===== src/rtl/oled_spi_sink.sv =====
// Responder for the OLED serial link: deserialises SCLK/SDIN bytes, decodes the page-mode command subset
// and mirrors GDDRAM writes into a 128x32 frame buffer. Optional chip select: define OLED_SINK_CS_EN.
//
// state | meaning
// CMD   | next byte is a command or a GDDRAM data byte
// ARG   | consuming argument bytes of a multi-byte command, args_left remaining
module oled_spi_sink #(
    parameter int SYNC_STAGES = 2,
    parameter int NUM_COLS    = 128,
    parameter int NUM_PAGES   = 4
) (
    input  logic       clk,
    input  logic       rst,
    input  logic       sclk,
    input  logic       sdin,
    input  logic       dc,
    input  logic       res_n,
`ifdef OLED_SINK_CS_EN
    input  logic       cs_n,
`endif
    input  logic       vdd_n,
    input  logic       vbat_n,
    output logic       byte_valid,
    output logic [7:0] byte_data,
    output logic       byte_is_data,
    output logic       disp_on,
    output logic       entire_on,
    output logic [1:0] cur_page,
    output logic [6:0] cur_col,
    output logic       power_ok,
    input  logic [8:0] rd_addr,
    output logic [7:0] rd_data
);

    localparam int FB_DEPTH = NUM_COLS * NUM_PAGES;

    typedef enum logic {ST_CMD = 1'b0, ST_ARG = 1'b1} state_t;

    logic [SYNC_STAGES-1:0] r_sclk_sync;
    logic [SYNC_STAGES-1:0] r_sdin_sync;
    logic [SYNC_STAGES-1:0] r_dc_sync;
    logic [SYNC_STAGES-1:0] r_res_sync;
    logic                   r_sclk_prev;

    logic       w_sclk_s;
    logic       w_sdin_s;
    logic       w_dc_s;
    logic       w_rst;
    logic       w_cs_act;
    logic       w_rise;

    logic [2:0] r_bit_cnt;
    logic [6:0] r_shift;
    logic       r_byte_valid;
    logic [7:0] r_byte_data;
    logic       r_byte_is_data;
    logic       r_power_ok;

    state_t     r_state;
    state_t     w_state_nxt;
    logic [1:0] r_args_left;
    logic [1:0] w_args_nxt;
    logic [1:0] w_nargs;
    logic [1:0] r_page;
    logic [1:0] w_page_nxt;
    logic [6:0] r_col;
    logic [6:0] w_col_nxt;
    logic       r_disp_on;
    logic       w_disp_nxt;
    logic       r_entire_on;
    logic       w_entire_nxt;
    logic       w_fb_we;

    logic [7:0] r_fb [FB_DEPTH];
    logic [7:0] r_rd_data;

    // sclk resets to idle-high so leaving reset never looks like a rising edge
    always_ff @(posedge clk) begin
        if (rst) begin
            r_sclk_sync <= '1;
            r_sdin_sync <= '0;
            r_dc_sync   <= '0;
            r_res_sync  <= '0;
            r_sclk_prev <= 1'b1;
        end else begin
            r_sclk_sync <= {r_sclk_sync[SYNC_STAGES-2:0], sclk};
            r_sdin_sync <= {r_sdin_sync[SYNC_STAGES-2:0], sdin};
            r_dc_sync   <= {r_dc_sync[SYNC_STAGES-2:0], dc};
            r_res_sync  <= {r_res_sync[SYNC_STAGES-2:0], res_n};
            r_sclk_prev <= w_sclk_s;
        end
    end

    assign w_sclk_s = r_sclk_sync[SYNC_STAGES-1];
    assign w_sdin_s = r_sdin_sync[SYNC_STAGES-1];
    assign w_dc_s   = r_dc_sync[SYNC_STAGES-1];
    assign w_rst    = rst | ~r_res_sync[SYNC_STAGES-1];

`ifdef OLED_SINK_CS_EN
    logic [SYNC_STAGES-1:0] r_cs_sync;

    always_ff @(posedge clk) begin
        if (rst) begin
            r_cs_sync <= '1;
        end else begin
            r_cs_sync <= {r_cs_sync[SYNC_STAGES-2:0], cs_n};
        end
    end

    assign w_cs_act = ~r_cs_sync[SYNC_STAGES-1];
`else
    assign w_cs_act = 1'b1;
`endif

    assign w_rise = w_sclk_s & ~r_sclk_prev & w_cs_act;

    always_ff @(posedge clk) begin
        if (w_rst) begin
            r_bit_cnt      <= '0;
            r_shift        <= '0;
            r_byte_valid   <= 1'b0;
            r_byte_data    <= '0;
            r_byte_is_data <= 1'b0;
        end else begin
            r_byte_valid <= 1'b0;
            if (!w_cs_act) begin
                r_bit_cnt <= '0;
            end else if (w_rise) begin
                r_shift   <= {r_shift[5:0], w_sdin_s};
                r_bit_cnt <= r_bit_cnt + 3'd1;
                if (r_bit_cnt == 3'd7) begin
                    r_byte_valid   <= 1'b1;
                    r_byte_data    <= {r_shift, w_sdin_s};
                    r_byte_is_data <= w_dc_s;
                end
            end
        end
    end

    always_ff @(posedge clk) begin
        if (w_rst) begin
            r_power_ok <= 1'b0;
        end else begin
            r_power_ok <= ~vdd_n & ~vbat_n;
        end
    end

    // Argument count of multi-byte commands; the addressing-mode argument is discarded
    always_comb begin
        w_nargs = 2'd0;
        if (!r_byte_is_data) begin
            case (r_byte_data)
                8'h20, 8'h81, 8'h8D, 8'hA8, 8'hD3,
                8'hD5, 8'hD9, 8'hDA, 8'hDB: w_nargs = 2'd1;
                8'h21, 8'h22:               w_nargs = 2'd2;
                default:                    w_nargs = 2'd0;
            endcase
        end
    end

    always_ff @(posedge clk) begin
        if (w_rst) begin
            r_state <= ST_CMD;
        end else begin
            r_state <= w_state_nxt;
        end
    end

    always_comb begin
        w_state_nxt = r_state;
        if (r_byte_valid) begin
            case (r_state)
                ST_CMD: if (w_nargs != 2'd0) w_state_nxt = ST_ARG;
                ST_ARG: if (r_args_left == 2'd1) w_state_nxt = ST_CMD;
                default: w_state_nxt = ST_CMD;
            endcase
        end
    end

    always_comb begin
        w_fb_we      = 1'b0;
        w_page_nxt   = r_page;
        w_col_nxt    = r_col;
        w_disp_nxt   = r_disp_on;
        w_entire_nxt = r_entire_on;
        w_args_nxt   = r_args_left;
        if (r_byte_valid) begin
            case (r_state)
                ST_CMD: begin
                    if (r_byte_is_data) begin
                        w_fb_we   = 1'b1;
                        w_col_nxt = r_col + 7'd1;
                    end else if (r_byte_data[7:3] == 5'b10110) begin
                        w_page_nxt = r_byte_data[1:0];
                    end else if (r_byte_data[7:4] == 4'h0) begin
                        w_col_nxt = {r_col[6:4], r_byte_data[3:0]};
                    end else if (r_byte_data[7:3] == 5'b00010) begin
                        w_col_nxt = {r_byte_data[2:0], r_col[3:0]};
                    end else begin
                        case (r_byte_data)
                            8'hAE:   w_disp_nxt   = 1'b0;
                            8'hAF:   w_disp_nxt   = 1'b1;
                            8'hA4:   w_entire_nxt = 1'b0;
                            8'hA5:   w_entire_nxt = 1'b1;
                            default: w_args_nxt   = w_nargs;
                        endcase
                    end
                end
                ST_ARG: w_args_nxt = r_args_left - 2'd1;
                default: w_args_nxt = 2'd0;
            endcase
        end
    end

    always_ff @(posedge clk) begin
        if (w_rst) begin
            r_page      <= '0;
            r_col       <= '0;
            r_disp_on   <= 1'b0;
            r_entire_on <= 1'b0;
            r_args_left <= '0;
        end else begin
            r_page      <= w_page_nxt;
            r_col       <= w_col_nxt;
            r_disp_on   <= w_disp_nxt;
            r_entire_on <= w_entire_nxt;
            r_args_left <= w_args_nxt;
        end
    end

    // Not reset: the frame buffer survives panel resets like real GDDRAM
    always_ff @(posedge clk) begin
        if (w_fb_we) begin
            r_fb[{r_page, r_col}] <= r_byte_data;
        end
    end

    always_ff @(posedge clk) begin
        if (w_rst) begin
            r_rd_data <= '0;
        end else begin
            r_rd_data <= r_fb[rd_addr];
        end
    end

    assign byte_valid   = r_byte_valid;
    assign byte_data    = r_byte_data;
    assign byte_is_data = r_byte_is_data;
    assign disp_on      = r_disp_on;
    assign entire_on    = r_entire_on;
    assign cur_page     = r_page;
    assign cur_col      = r_col;
    assign power_ok     = r_power_ok;
    assign rd_data      = r_rd_data;

endmodule

===== config.mk =====
export PLATFORM = sky130hd
export DESIGN_NAME = oled_spi_sink
export DESIGN_NICKNAME = d
export VERILOG_FILES = /design/src/rtl/oled_spi_sink.sv
export SDC_FILE = /design/constraint.sdc
export NUM_CORES = 2
export LEC_CHECK = 0
export ABC_CLOCK_PERIOD_IN_PS = 11300
export BUFFER_PORTS_ARGS = -buffer_cell sky130_fd_sc_hd__buf_4
export CAP_MARGIN = 20
export CORE_UTILIZATION = 60
export CTS_BUF_LIST = sky130_fd_sc_hd__clkbuf_4
export CTS_CLUSTER_SIZE = 16
export DETAILED_ROUTE_END_ITERATION = 6
export PLACE_DENSITY = 0.76
export REMOVE_ABC_BUFFERS = 1
export SLEW_MARGIN = 10
export SYNTH_ARGS = -nofsm -noshare
export SYNTH_HDL_FRONTEND = slang
export SYNTH_SLANG_ARGS = --single-unit
export TNS_END_PERCENT = 1

===== constraint.sdc =====
create_clock -name clk -period 11.3 [get_ports clk]
set_input_delay 2.26 -clock clk [delete_from_list [all_inputs] [get_ports clk]]
set_output_delay 2.26 -clock clk [all_outputs]
set_load 0.02 [all_outputs]

# ---- Word level (Yosys, flattened, before mapping)
# Memory sizes are Yosys's and may differ from the RTL's. A register that Yosys moved wholly into a read port is not among the register bits.
# Cells that the tools add are included.
dict set report word_totals {
  ramBits 4096
  out_inout_bits 30
  inputBits 17
  word_cells 101
  mem_count 1
  romBits 0
  latchBits 0
  regBits 44
}
dict set report op_classes {
  bitwise_logic 13
  n_reduce_logical 17
  multipliers 0
  magnitude_cmp 0
  n_addsub 3
  shifts 0
  muxes 23
  div 0
  n_eq_ne 26
}
# name depth word_bits read_ports rd_clocked_by_memory_dff wr line
set memory_table {}
lappend memory_table {r_fb 512 8 1 1 1 74} ;# logic [7:0] r_fb [FB_DEPTH];
# cell count
set op_table {}
lappend op_table {{8-bit == test (second input constant)} 12}
lappend op_table {{7-bit two-way mux} 4}
lappend op_table {{8-bit by 6-bit == test with 1-bit output (second input constant)} 3}
lappend op_table {{2-bit inequality test (second input constant)} 7}
lappend op_table {{7-bit AND reduction} 2}
lappend op_table {{2-bit two-way mux} 6}
lappend op_table {{1-bit inverter} 10}
lappend op_table {{2-bit nonzero test} 5}
lappend op_table {{9-bit OR reduction} 1}
lappend op_table {{1-bit two-way mux} 8}
lappend op_table {{2-bit one-hot mux with 2 select lines} 2}
lappend op_table {{4-bit AND reduction} 2}
lappend op_table {{7-bit by 1-bit adder with 7-bit output (second input constant)} 1}
lappend op_table {{1-bit one-hot mux with 2 select lines} 3}
lappend op_table {{6-bit AND reduction} 1}
lappend op_table {{5-bit by 2-bit == test with 1-bit output (second input constant)} 1}
lappend op_table {{5-bit == test (second input constant)} 1}
lappend op_table {{5-bit AND reduction} 1}
lappend op_table {{4-bit logical NOT} 1}
lappend op_table {{2-bit OR reduction} 2}
lappend op_table {{4-bit OR reduction} 1}
lappend op_table {{3-bit by 1-bit adder with 3-bit output (second input constant)} 1}
lappend op_table {{3-bit == test (second input constant)} 1}
lappend op_table {{1-bit AND} 2}
lappend op_table {{other kinds (4)} 4}

# ---- Logic depth before layout (Yosys ltp)
dict set report logic_depth {
  ltp_word 10
  mapped_depth 17
  mapped_depth_nobuf 8
}

# ---- Worst setup path after synthesis
# No wires, ideal clock.
dict set report synth_timing {
  path_type {flip-flop to output port}
  startpoint {reg r_byte_data[4] (netlist: byte_data[4])}
  endpoint {out byte_data[4]}
  path_slack_ns 2.306
  stages_incl_launch_ff 1
  arrival_ns 6.734
  n_path_buf 0
  path_cell_list {dfxtp_1}
}
# item line
set synth_rtl {}
lappend synth_rtl {{start: declaration} 55} ;# logic [7:0] r_byte_data;
lappend synth_rtl {{start signal: assignment} 133} ;# r_byte_data <= {r_shift, w_sdin_s};
lappend synth_rtl {{end: declaration} 24} ;# output logic [7:0] byte_data,
# No word-level cell between the ends.

==> metrics.txt <==
status=finished, final reports clean; Placeable Area=between 0.2 and 0.3 sq mm; fillers=17040; initial core utilization=0.603; Max VDD drop=just over 0.1 mV; IO Port Bufs=between 40 and 50; Worst-Margin Slew=approximately 1400 ps; pre-CTS setup slack=3930 ps; Post-CTS Setup Inserts=0; fin crit period=between 6000 and 7000 ps; gr ovfl total=0; crit-path max FO=38; Die Span X=approximately 520 um; worst skew pair latency=~1500 ps; CTS root buffer=clkbuf_4; Clk pin slew, worst setup/hold paths=70 ps; Hold Startpoint=r_sclk_sync[0]$_SDFF_PP1_; area grow syn2layout=9.82%; #FFs+latches synth=4148; largest area contributor in the netlist=edfxtp_1; Comb pwr share=0.026; Setup Skew=146 ps; Die ar.=approximately 0.27 sq mm; CP Launch Type=primary input; worst hold path type=reg2reg; CTS tree=built; Int Power=22.8 mW; wire length of the first global-routing pass=roughly 580000 um; fin worst setup slack=5180 ps; Total GRT Usage=0.297; Setup violations, final=0; Total Power=slightly below 30 mW; num rows=190; Worst setup EP type=flip-flop; Fin Setup TNS=0 ps; DP Wirelength=between 200000 and 250000 um; Synthesis Warnings=0; register area share after synthesis=0.768; vias in the first global route=approximately 85000; Post-Syn Instances=7821; switch share=0.215; Final Max Slew Viols=0; initial antenna violation count=18; Placed Area=between 0.15 and 0.2 sq mm; Residual DRC=0; hold_buf cts=0; largest cells by area after synthesis=edfxtp_1 76%, mux4_2 12%, mux2i_1 2.9%; CP startpoint=rd_addr[2]; synthesized area per cell=approximately 21 sq um; DRT Wirelength=around 400000 um; initial DRC count=roughly 12000; Synth top area share=0.762; Hold Fails Final Rpt=0; DR WL/cell=31.5 um; Max Freq=between 150 and 200 MHz; critical path class=in2reg; Worst EP required=approximately 13000 ps; number of synthesized flops with an enable pin=around 4100; nets=approximately 8500; crit path DAT=approximately 7500 ps; TritonCTS Sinks=4148; Post-Layout Inst Area=0.177 sq mm; Max Cap Viol=0; final design utilization=0.662; cell area power density=around 160 mW/mm^2; Num CTS Buffers=approximately 950; Pre-antenna DRT Iters=6; largest net degree at the start of global routing=approximately 220; Pleak=~46 nW; Synth cell types=71; Rel. slew slack=0.0935; # H-tree levels=6; most common flop cell mapped by yosys=edfxtp_1; via/cell ratio=between 6 and 7; Placed Cells=11084; Synth top cells by count=4096 x edfxtp_1, 825 x mux4_2, 585 x nor2_1, 474 x mux2i_1, 244 x clkbuf_1; count leader, synth=edfxtp_1; Top Ports=between 40 and 50; RSZ-0062 raised after global routing=no; NetSw=between 6 and 7 mW; hold_ws=438 ps; Max clock buf depth=4; clock share of power=0.402; final std cells w/o fill=around 13000; gpl congestion=around 0.88; # resized after CTS=0; worst r2r src=byte_valid$_SDFF_PP0_; fin crit share=0.542; ANT nets after route=0; share of layout cells above drive strength 1=0.278; Die Y-Extent=around 520 um; sequential share of power=0.573; area of the mapped netlist=around 0.16 sq mm; vias=85428; asr flop ratio synth=0
==> metal layers <==
metal,vias up,global-route usage,share of wire
met2,6282,0.452,0.47
met3,902,0.0730,0.12
met1,43621,0.417,0.37
met4,16,0.124,0.041
li1,34607,-,-
met5,-,0.00105,0.00034
==> cells by family (layout without fill, tap and decap cells) <==
group                      Yosys count  in the layout  share of synthesized area
adders and majority gates            7              7                   0.000542
AOI/OAI and AO/OA                  809            809                     0.0343
xor gates and xnor gates             4              4                   0.000217
and+or+nand+nor                    992            992                     0.0257
buffers and inverters              507           1913                     0.0185
muxes                             1354           1354                      0.152
other                                0             15                          0
DFF                               4148           4148                      0.768
==> layout make-up <==
type                       count  area (sq um)  share of cell area
tap                         3552          4440              0.0251
inverter                      11          51.3            0.000289
timing repair buffer         209          1850              0.0104
clock buffer                1399         10500              0.0592
clock inverter               294          1630             0.00919
multi-input combinational   3166         34700               0.196
sequential                  4148        124000               0.700
antenna                       15          37.5            0.000212
==> registers in the layout, summed over array words and instances, names as in the netlist <==
| name | flops |
|---|---|
| r_state | 1 |
| r_sdin_sync | 2 |
| byte_data | 8 |
| byte_valid | 1 |
| r_sclk_sync | 2 |
| power_ok | 1 |
| r_args_left | 2 |
| cur_page | 2 |
| r_shift | 7 |
| byte_is_data | 1 |
| r_res_sync | 2 |
| rd_data | 8 |
| cur_col | 7 |
| r_sclk_prev | 1 |
| r_fb | 4096 |
| r_bit_cnt | 3 |
| disp_on | 1 |
| r_dc_sync | 2 |
| entire_on | 1 |
==> power by group through the flow <==
stage          clock [mW]  combinational [mW]  sequential, mW
2_1_floorplan           0               0.313            17.0
3_3_place_gp            0               0.735            17.0
3_5_place_dp            0               0.739            17.0
4_1_cts              11.8               0.740            16.6
5_1_grt              12.5               0.773            16.6
6_report             11.7               0.748            16.6
==> worst paths after layout <==
check                           depth (start not counted)                         to  slack (ps)
worst max-delay path                                   13      rd_data[7]$_SDFF_PP0_        5180
worst min-delay path                                    1  r_sclk_sync[1]$_SDFF_PP1_         440
worst max register to register                          6     r_fb[288][1]$_DFFE_PP_        7170
worst min register to register                          1  r_sclk_sync[1]$_SDFF_PP1_         440
==> critical path: stages <==
cell and delay (ps):
clkbuf_8 380, inv_2 520, buf_4 450, nor2_4 150
buf_4 480, buf_4 510, a22oi_1 270, a21oi_1 410
a2111oi_1 130, buf_2 200, nor4_1 1030, nand4_1 260
o211ai_1 180
==> layout by cell type, fill, tap and decap left out, drive strengths merged, types with 116 or more instances in the layout <==
master  Yosys  final
nand2     207    207
mux2i     474    474
a22oi     116    116
a21oi     169    169
nor2      587    587
buf       252    208
o221ai    118    118
o21ai     129    129
mux4      869    869
clkinv      2    257
clkbuf    244   1400
edfxtp   4096   4096
Power figures use the tool's default switching activity.
